[src/rtl/abm_pkg.sv]
// Shared definitions for the ABM RAM writer: AXI response/burst codes and the
// write-path FSM state encoding.
package abm_pkg;

   localparam logic [1:0] RESP_OKAY   = 2'b00;
   localparam logic [1:0] RESP_SLVERR = 2'b10;
   localparam logic [1:0] BURST_INCR  = 2'b01;

   typedef enum logic [1:0] {
      IDLE = 2'd0,
      DATA = 2'd1,
      RESP = 2'd2
   } state_e;

endpackage

[src/rtl/abm_writer_if.sv]
// AXI4 write-only slave filling the two ABM SDP RAMs; address bit AW-1 picks the RAM.
// Optional macro ABM_WSTRB_EN enables byte-granular writes from WSTRB.
module abm_writer_if
   import abm_pkg::*;
#(
   parameter int DW = 512,
   parameter int DD = 16384,
   parameter int AW = $clog2(DD * (DW / 8)) + 1
) (
   input  logic                  clk,
   input  logic                  reset,

   input  logic [AW-1:0]         S_AXI_AWADDR,
   input  logic                  S_AXI_AWVALID,
   output logic                  S_AXI_AWREADY,
   input  logic [3:0]            S_AXI_AWID,
   input  logic [7:0]            S_AXI_AWLEN,
   input  logic [2:0]            S_AXI_AWSIZE,
   input  logic [1:0]            S_AXI_AWBURST,

   input  logic [DW-1:0]         S_AXI_WDATA,
   input  logic [DW/8-1:0]       S_AXI_WSTRB,
   input  logic                  S_AXI_WVALID,
   output logic                  S_AXI_WREADY,
   input  logic                  S_AXI_WLAST,

   output logic [3:0]            S_AXI_BID,
   output logic [1:0]            S_AXI_BRESP,
   output logic                  S_AXI_BVALID,
   input  logic                  S_AXI_BREADY,

   output logic [$clog2(DD)-1:0] ram_addr,
   output logic [DW-1:0]         ram_wdata,
   output logic [DW/8-1:0]       ram0_we,
   output logic [DW/8-1:0]       ram1_we
);

   localparam int SB  = DW / 8;
   localparam int OFF = $clog2(SB);
   localparam int AAW = $clog2(DD);

   state_e          state_q, state_d;
   logic            awready_q, awready_d;
   logic            wready_q, wready_d;
   logic            bvalid_q, bvalid_d;
   logic [1:0]      bresp_q, bresp_d;
   logic [3:0]      bid_q, bid_d;
   logic [3:0]      id_q, id_d;
   logic [7:0]      len_q, len_d;
   logic [7:0]      beat_q, beat_d;
   logic [AAW-1:0]  addr_q, addr_d;
   logic            sel_q, sel_d;
   logic            aw_err_q, aw_err_d;
   logic            wl_err_q, wl_err_d;
   logic [AAW-1:0]  ram_addr_q, ram_addr_d;
   logic [DW-1:0]   ram_wdata_q, ram_wdata_d;
   logic [SB-1:0]   ram0_we_q, ram0_we_d;
   logic [SB-1:0]   ram1_we_q, ram1_we_d;

   logic [SB-1:0]   beat_we;
   logic            last_beat;
   logic            wlast_bad;
   logic            unused_ok;

`ifdef ABM_WSTRB_EN
   assign beat_we   = S_AXI_WSTRB;
   assign unused_ok = ^S_AXI_AWADDR[OFF-1:0];
`else
   // Full-word writes only: the strobes are accepted on the bus but never used.
   assign beat_we   = '1;
   assign unused_ok = ^{S_AXI_AWADDR[OFF-1:0], S_AXI_WSTRB};
`endif

   assign last_beat = (beat_q == len_q);
   assign wlast_bad = (S_AXI_WLAST != last_beat);

   // NOTE: every variable gets its hold/default value first so no path through
   // the case statement can leave it unassigned and infer a latch.
   always_comb begin
      state_d     = state_q;
      bresp_d     = bresp_q;
      bid_d       = bid_q;
      id_d        = id_q;
      len_d       = len_q;
      beat_d      = beat_q;
      addr_d      = addr_q;
      sel_d       = sel_q;
      aw_err_d    = aw_err_q;
      wl_err_d    = wl_err_q;
      ram_addr_d  = ram_addr_q;
      ram_wdata_d = ram_wdata_q;
      ram0_we_d   = '0;
      ram1_we_d   = '0;

      case (state_q)
         IDLE: begin
            if (awready_q && S_AXI_AWVALID) begin
               addr_d   = S_AXI_AWADDR[OFF +: AAW];
               sel_d    = S_AXI_AWADDR[AW-1];
               len_d    = S_AXI_AWLEN;
               id_d     = S_AXI_AWID;
               aw_err_d = (S_AXI_AWBURST != BURST_INCR) || (S_AXI_AWSIZE != 3'(OFF));
               wl_err_d = 1'b0;
               beat_d   = '0;
               state_d  = DATA;
            end
         end

         DATA: begin
            if (wready_q && S_AXI_WVALID) begin
               wl_err_d = wl_err_q | wlast_bad;
               // A misplaced WLAST only poisons the response; data is still written.
               if (!aw_err_q) begin
                  ram_addr_d  = addr_q;
                  ram_wdata_d = S_AXI_WDATA;
                  if (sel_q) ram1_we_d = beat_we;
                  else       ram0_we_d = beat_we;
               end
               addr_d = (addr_q == AAW'(DD - 1)) ? '0 : addr_q + 1'b1;
               beat_d = beat_q + 8'd1;
               if (last_beat) begin
                  bresp_d = (aw_err_q || wl_err_q || wlast_bad) ? RESP_SLVERR : RESP_OKAY;
                  bid_d   = id_q;
                  state_d = RESP;
               end
            end
         end

         RESP: begin
            if (bvalid_q && S_AXI_BREADY) state_d = IDLE;
         end

         default: state_d = IDLE;
      endcase

      // Handshake readies are registered so they sit low throughout reset.
      awready_d = (state_d == IDLE);
      wready_d  = (state_d == DATA);
      bvalid_d  = (state_d == RESP);
   end

   // NOTE: sequential state uses non-blocking assignments so every flop samples
   // the pre-edge values regardless of statement order.
   always_ff @(posedge clk or posedge reset) begin
      if (reset) begin
         state_q     <= IDLE;
         awready_q   <= 1'b0;
         wready_q    <= 1'b0;
         bvalid_q    <= 1'b0;
         bresp_q     <= RESP_OKAY;
         bid_q       <= '0;
         id_q        <= '0;
         len_q       <= '0;
         beat_q      <= '0;
         addr_q      <= '0;
         sel_q       <= 1'b0;
         aw_err_q    <= 1'b0;
         wl_err_q    <= 1'b0;
         ram_addr_q  <= '0;
         // NOTE: the wide write-data register is reset so the RAM ports present a
         // known value from reset; it is a pipeline register, not storage.
         ram_wdata_q <= '0;
         ram0_we_q   <= '0;
         ram1_we_q   <= '0;
      end else begin
         state_q     <= state_d;
         awready_q   <= awready_d;
         wready_q    <= wready_d;
         bvalid_q    <= bvalid_d;
         bresp_q     <= bresp_d;
         bid_q       <= bid_d;
         id_q        <= id_d;
         len_q       <= len_d;
         beat_q      <= beat_d;
         addr_q      <= addr_d;
         sel_q       <= sel_d;
         aw_err_q    <= aw_err_d;
         wl_err_q    <= wl_err_d;
         ram_addr_q  <= ram_addr_d;
         ram_wdata_q <= ram_wdata_d;
         ram0_we_q   <= ram0_we_d;
         ram1_we_q   <= ram1_we_d;
      end
   end

   assign S_AXI_AWREADY = awready_q;
   assign S_AXI_WREADY  = wready_q;
   assign S_AXI_BVALID  = bvalid_q;
   assign S_AXI_BRESP   = bresp_q;
   assign S_AXI_BID     = bid_q;
   assign ram_addr      = ram_addr_q;
   assign ram_wdata     = ram_wdata_q;
   assign ram0_we       = ram0_we_q;
   assign ram1_we       = ram1_we_q;

endmodule
[config.mk]
export PLATFORM = sky130hd
export DESIGN_NAME = abm_writer_if
export DESIGN_NICKNAME = d
export VERILOG_FILES = /design/src/rtl/abm_pkg.sv /design/src/rtl/abm_writer_if.sv
export SDC_FILE = /design/constraint.sdc
export NUM_CORES = 1
export LEC_CHECK = 0
export ABC_AREA = 1
export ABC_CLOCK_PERIOD_IN_PS = 18700
export CAP_MARGIN = 20
export CORE_AREA = 2 2 502 504
export DETAILED_ROUTE_END_ITERATION = 7
export DIE_AREA = 0 0 504 506
export GPL_TIMING_DRIVEN = 0
export PLACE_DENSITY = 0.3
export SETUP_SLACK_MARGIN = 0.5
export SLEW_MARGIN = 0
export SYNTH_ARGS = -nofsm -noshare
export SYNTH_HDL_FRONTEND = slang
export SYNTH_SLANG_ARGS = --single-unit
[constraint.sdc]
create_clock -name clk -period 18.7 [get_ports clk]
set_clock_uncertainty 0.1 [all_clocks]
set_input_delay 3.74 -clock clk [delete_from_list [all_inputs] [get_ports clk]]
set_output_delay 3.74 -clock clk [all_outputs]
set_load 0.01 [all_outputs]
==> impl_metrics.csv <==
group,metric,value,unit
power,irDropWorstVdd,0.0000702,V
clock_tree,cts_max_level,3,
timing,slew_viol_final,0,
worst_setup_path,max_stage_delay,0.74,ns
synth,yosys_warnings,0,
hold_path,hp-class,"register to register",
worst_setup_path,path_buf_inv,3,
worst_setup_path,worst-setup-path-type,"register to output pin",
die,die_x,504,um
synth,yosysSeqAreaShare,59.1,%
layout,seq_area,0.0144,mm^2
synth,syn-num-nets,2209,
die,dieArea,0.255,mm^2
die,core,0.250,mm^2
clock_tree,cts_tree,"built",
clock_tree,clock_latency,0.71,ns
route,viasPerCell,2.83,
worst_setup_path,crit_fanout,34,
route,detail_route.wl_per_cell,24.5,um
clock_tree,numCtsBuffers,87,
synth,async_reset_ff_share,100,%
clock_tree,path_clk_slew,0.05,ns
worst_setup_path,critical-path-top-delay-family,"buffers and inverters",
worst_setup_path,cp_slowest_cell,"dfrtp_2",
clock_tree,cts.root.buffer_cell,"clkbuf_16",
route,dr.first_iter.drc_count,697,
die,num_io_pins,1283,
layout,drive_above_1_share,29.1,%
timing,slew_headroom,46.8,%
placed_design,hpwl,130000,um
timing,finalHoldViolations,0,
placed_design,dp.cells,6170,
worst_setup_path,cp.required,14.86,ns
grt,grt_pass1_wl,201000,um
route,drc,0,
synth,yosys_most_used_dff,"dfrtp_1",
worst_setup_path,critical_path.startpoint_type,"register",
synth,synth_area,0.0244,mm^2
timing,tightest_slew,0.796,ns
layout,fin_nets,3533,
grt,grt_max_degree,57,
timing,whs,0.322,ns
route,wl,155000,um
die,core.rowCount,184,
worst_setup_path,cp_cell_sequence,"buf_12 -> buf_4 -> clkdlybuf4s50_1",
route,ant_nets,0,
power,power,7.74,mW
synth,netlist_instances,1587,
timing,clock.fmax,161,MHz
die,die_h,506,um
placed_design,port_buffers,1211,
worst_setup_path,cp-end-kind,"output pin",
synth,synth-seq-cells,575,
synth,ys_types,30,
timing,setup_tns,0,ns
clock_tree,cts_resized,0,
clock_tree,cts_setup_buffers,0,
job,drv_cap,0,
synth,synth.avg_cell_area,15.3,um^2
grt,grt_pass1_vias,19000,
synth,synth_edf_count,0,
clock_tree,cts_sinks,575,
timing,setup_viol,0,
route,drtPass1Iterations,4,
grt,grt-ovfl-total,0,
timing,rsz0062_at_grt,"false",
clock_tree,cts_buffer_depth,3,
layout,nFillCells,27500,
timing,min_period_over_period,33.3,%
power,p_per_area,176,mW/mm^2
layout,final_cells,6340,
power,power_leakage,18.8,nW
worst_setup_path,cp.arrival,2.38,ns
grt,grt.total_usage,11.8,%
outcome,status,"complete, no violations",
clock_tree,hold_buffers,0,
placed_design,gp_congestion,0.818,
layout,multi_input_area,0.00825,mm^2
grt,grt_antenna_before_repair,75,
timing,fin_crit,6.22,ns
die,start_util,9.74,%
layout,syn2layout_area_growth,81.0,%
route,vias,18000,
layout,final_util,17.6,%
-- cell usage after synthesis, types with 3 or more instances --
cell type,number,area (um^2)
a21oi_1,8,40.0
buf_2,19,95.1
buf_4,127,953
buf_6,40,450
clkbuf_1,9,33.8
dfrtp_1,575,14400
inv_1,47,176
mux2_2,162,1820
mux2_4,350,5260
nand2_1,129,484
nand3_1,13,65.1
nand4_1,4,25.0
nor2_1,31,116
nor3_1,7,35.0
o211ai_1,4,30.0
o21ai_0,40,200
xnor2_1,3,26.3
xor2_1,4,35.0
-- placed cells by master (no fill, tap or decap), drive strengths merged --
| cell | n |
|---|---|
| dfrtp | 575 |
| clkinv | 20 |
| nor3 | 7 |
| o21ai | 40 |
| nor2 | 32 |
| inv | 50 |
| nand4 | 4 |
| buf | 210 |
| clkdlybuf4s50 | 1211 |
| mux2 | 512 |
| a22oi | 2 |
| nand2 | 130 |
| xor2 | 4 |
| diode | 12 |
| a31oi | 1 |
| a21oi | 8 |
| clkinvlp | 7 |
| conb | 1 |
| bufinv | 2 |
| nand3 | 13 |
| ha | 2 |
| xnor2 | 3 |
| clkbuf | 137 |
| o21bai | 1 |
| o41ai | 1 |
| a21boi | 2 |
| o22ai | 1 |
| o211ai | 4 |
-- area by class of cell --
type                    instances  share of cell area, %
plain buffers                 195                   3.48
inverters                      49                  0.431
clock buffers                 128                   5.72
flip-flops and latches        575                   32.6
diodes                         12                 0.0681
well taps                    3348                   9.50
multi-input cells             768                   18.7
repair buffers               1235                   28.6
clock inverters                30                  0.840
-- stage by stage --
step,setup slack [ns],instance area (um^2)
2_1_floorplan,7.03,24400
3_3_place_gp,0.280,40700
3_5_place_dp,12.19,41200
5_1_grt,12.28,44100
6_report,12.48,44100
4_1_cts,12.32,44100
-- path summary, 6_finish.rpt --
| path | from | endpoint | slack (ns) | cells after the start |
|---|---|---|---|---|
| max | ram1_we[62]$_DFF_PP0_ | ram1_we[43] | 12.48 | 3 |
| min in group asynchronous | reset | ram_wdata[94]$_DFFE_PP0P_ | 3.31 | 2 |
| min | sel_q$_DFFE_PP0P_ | ram0_we[62]$_DFF_PP0_ | 0.32 | 1 |
| min reg2reg | sel_q$_DFFE_PP0P_ | ram0_we[62]$_DFF_PP0_ | 0.32 | 1 |
| max reg2reg | state_q[1]$_DFF_PP0_ | aw_err_q$_DFFE_PP0P_ | 16.12 | 9 |
| max in group asynchronous | reset | ram1_we[62]$_DFF_PP0_ | 13.05 | 9 |
-- flip-flops by register name (all words and copies together), names as in the netlist --
register	flops
S_AXI_AWREADY	1
sel_q	1
state_q	2
S_AXI_BID	4
aw_err_q	1
S_AXI_BRESP	1
wl_err_q	1
ram_addr	14
ram1_we	1
len_q	8
ram_wdata	512
beat_q	8
addr_q	14
S_AXI_BVALID	1
id_q	4
ram0_we	1
S_AXI_WREADY	1
-- per-layer routing --
metal  global-route usage [%]  vias up  routed length (um)
li1                         -     7977                   -
met1                     14.5     8816               64600
met2                     18.3      924               68600
met3                     6.24      222               18800
met4                     2.48       26                3310
met5                        0        -                 161
-- where the power goes --
part | switching (mW) | internal, mW
Clock | 0.723 | 0.971
Sequential | 0.456 | 1.88
Combinational | 1.57 | 2.14
-- logic make-up after synthesis --
| kind of cell | synth area share [%] |
|---|---|
| compound gates | 1.35 |
| xor+xnor | 0.252 |
| mux | 29.1 |
| flops | 59.1 |
| buf+inv | 7.06 |
| other cells | 0.0154 |
| simple gates | 3.07 |
| fa+ha+maj | 0.103 |
Power figures use the tool's default switching activity.
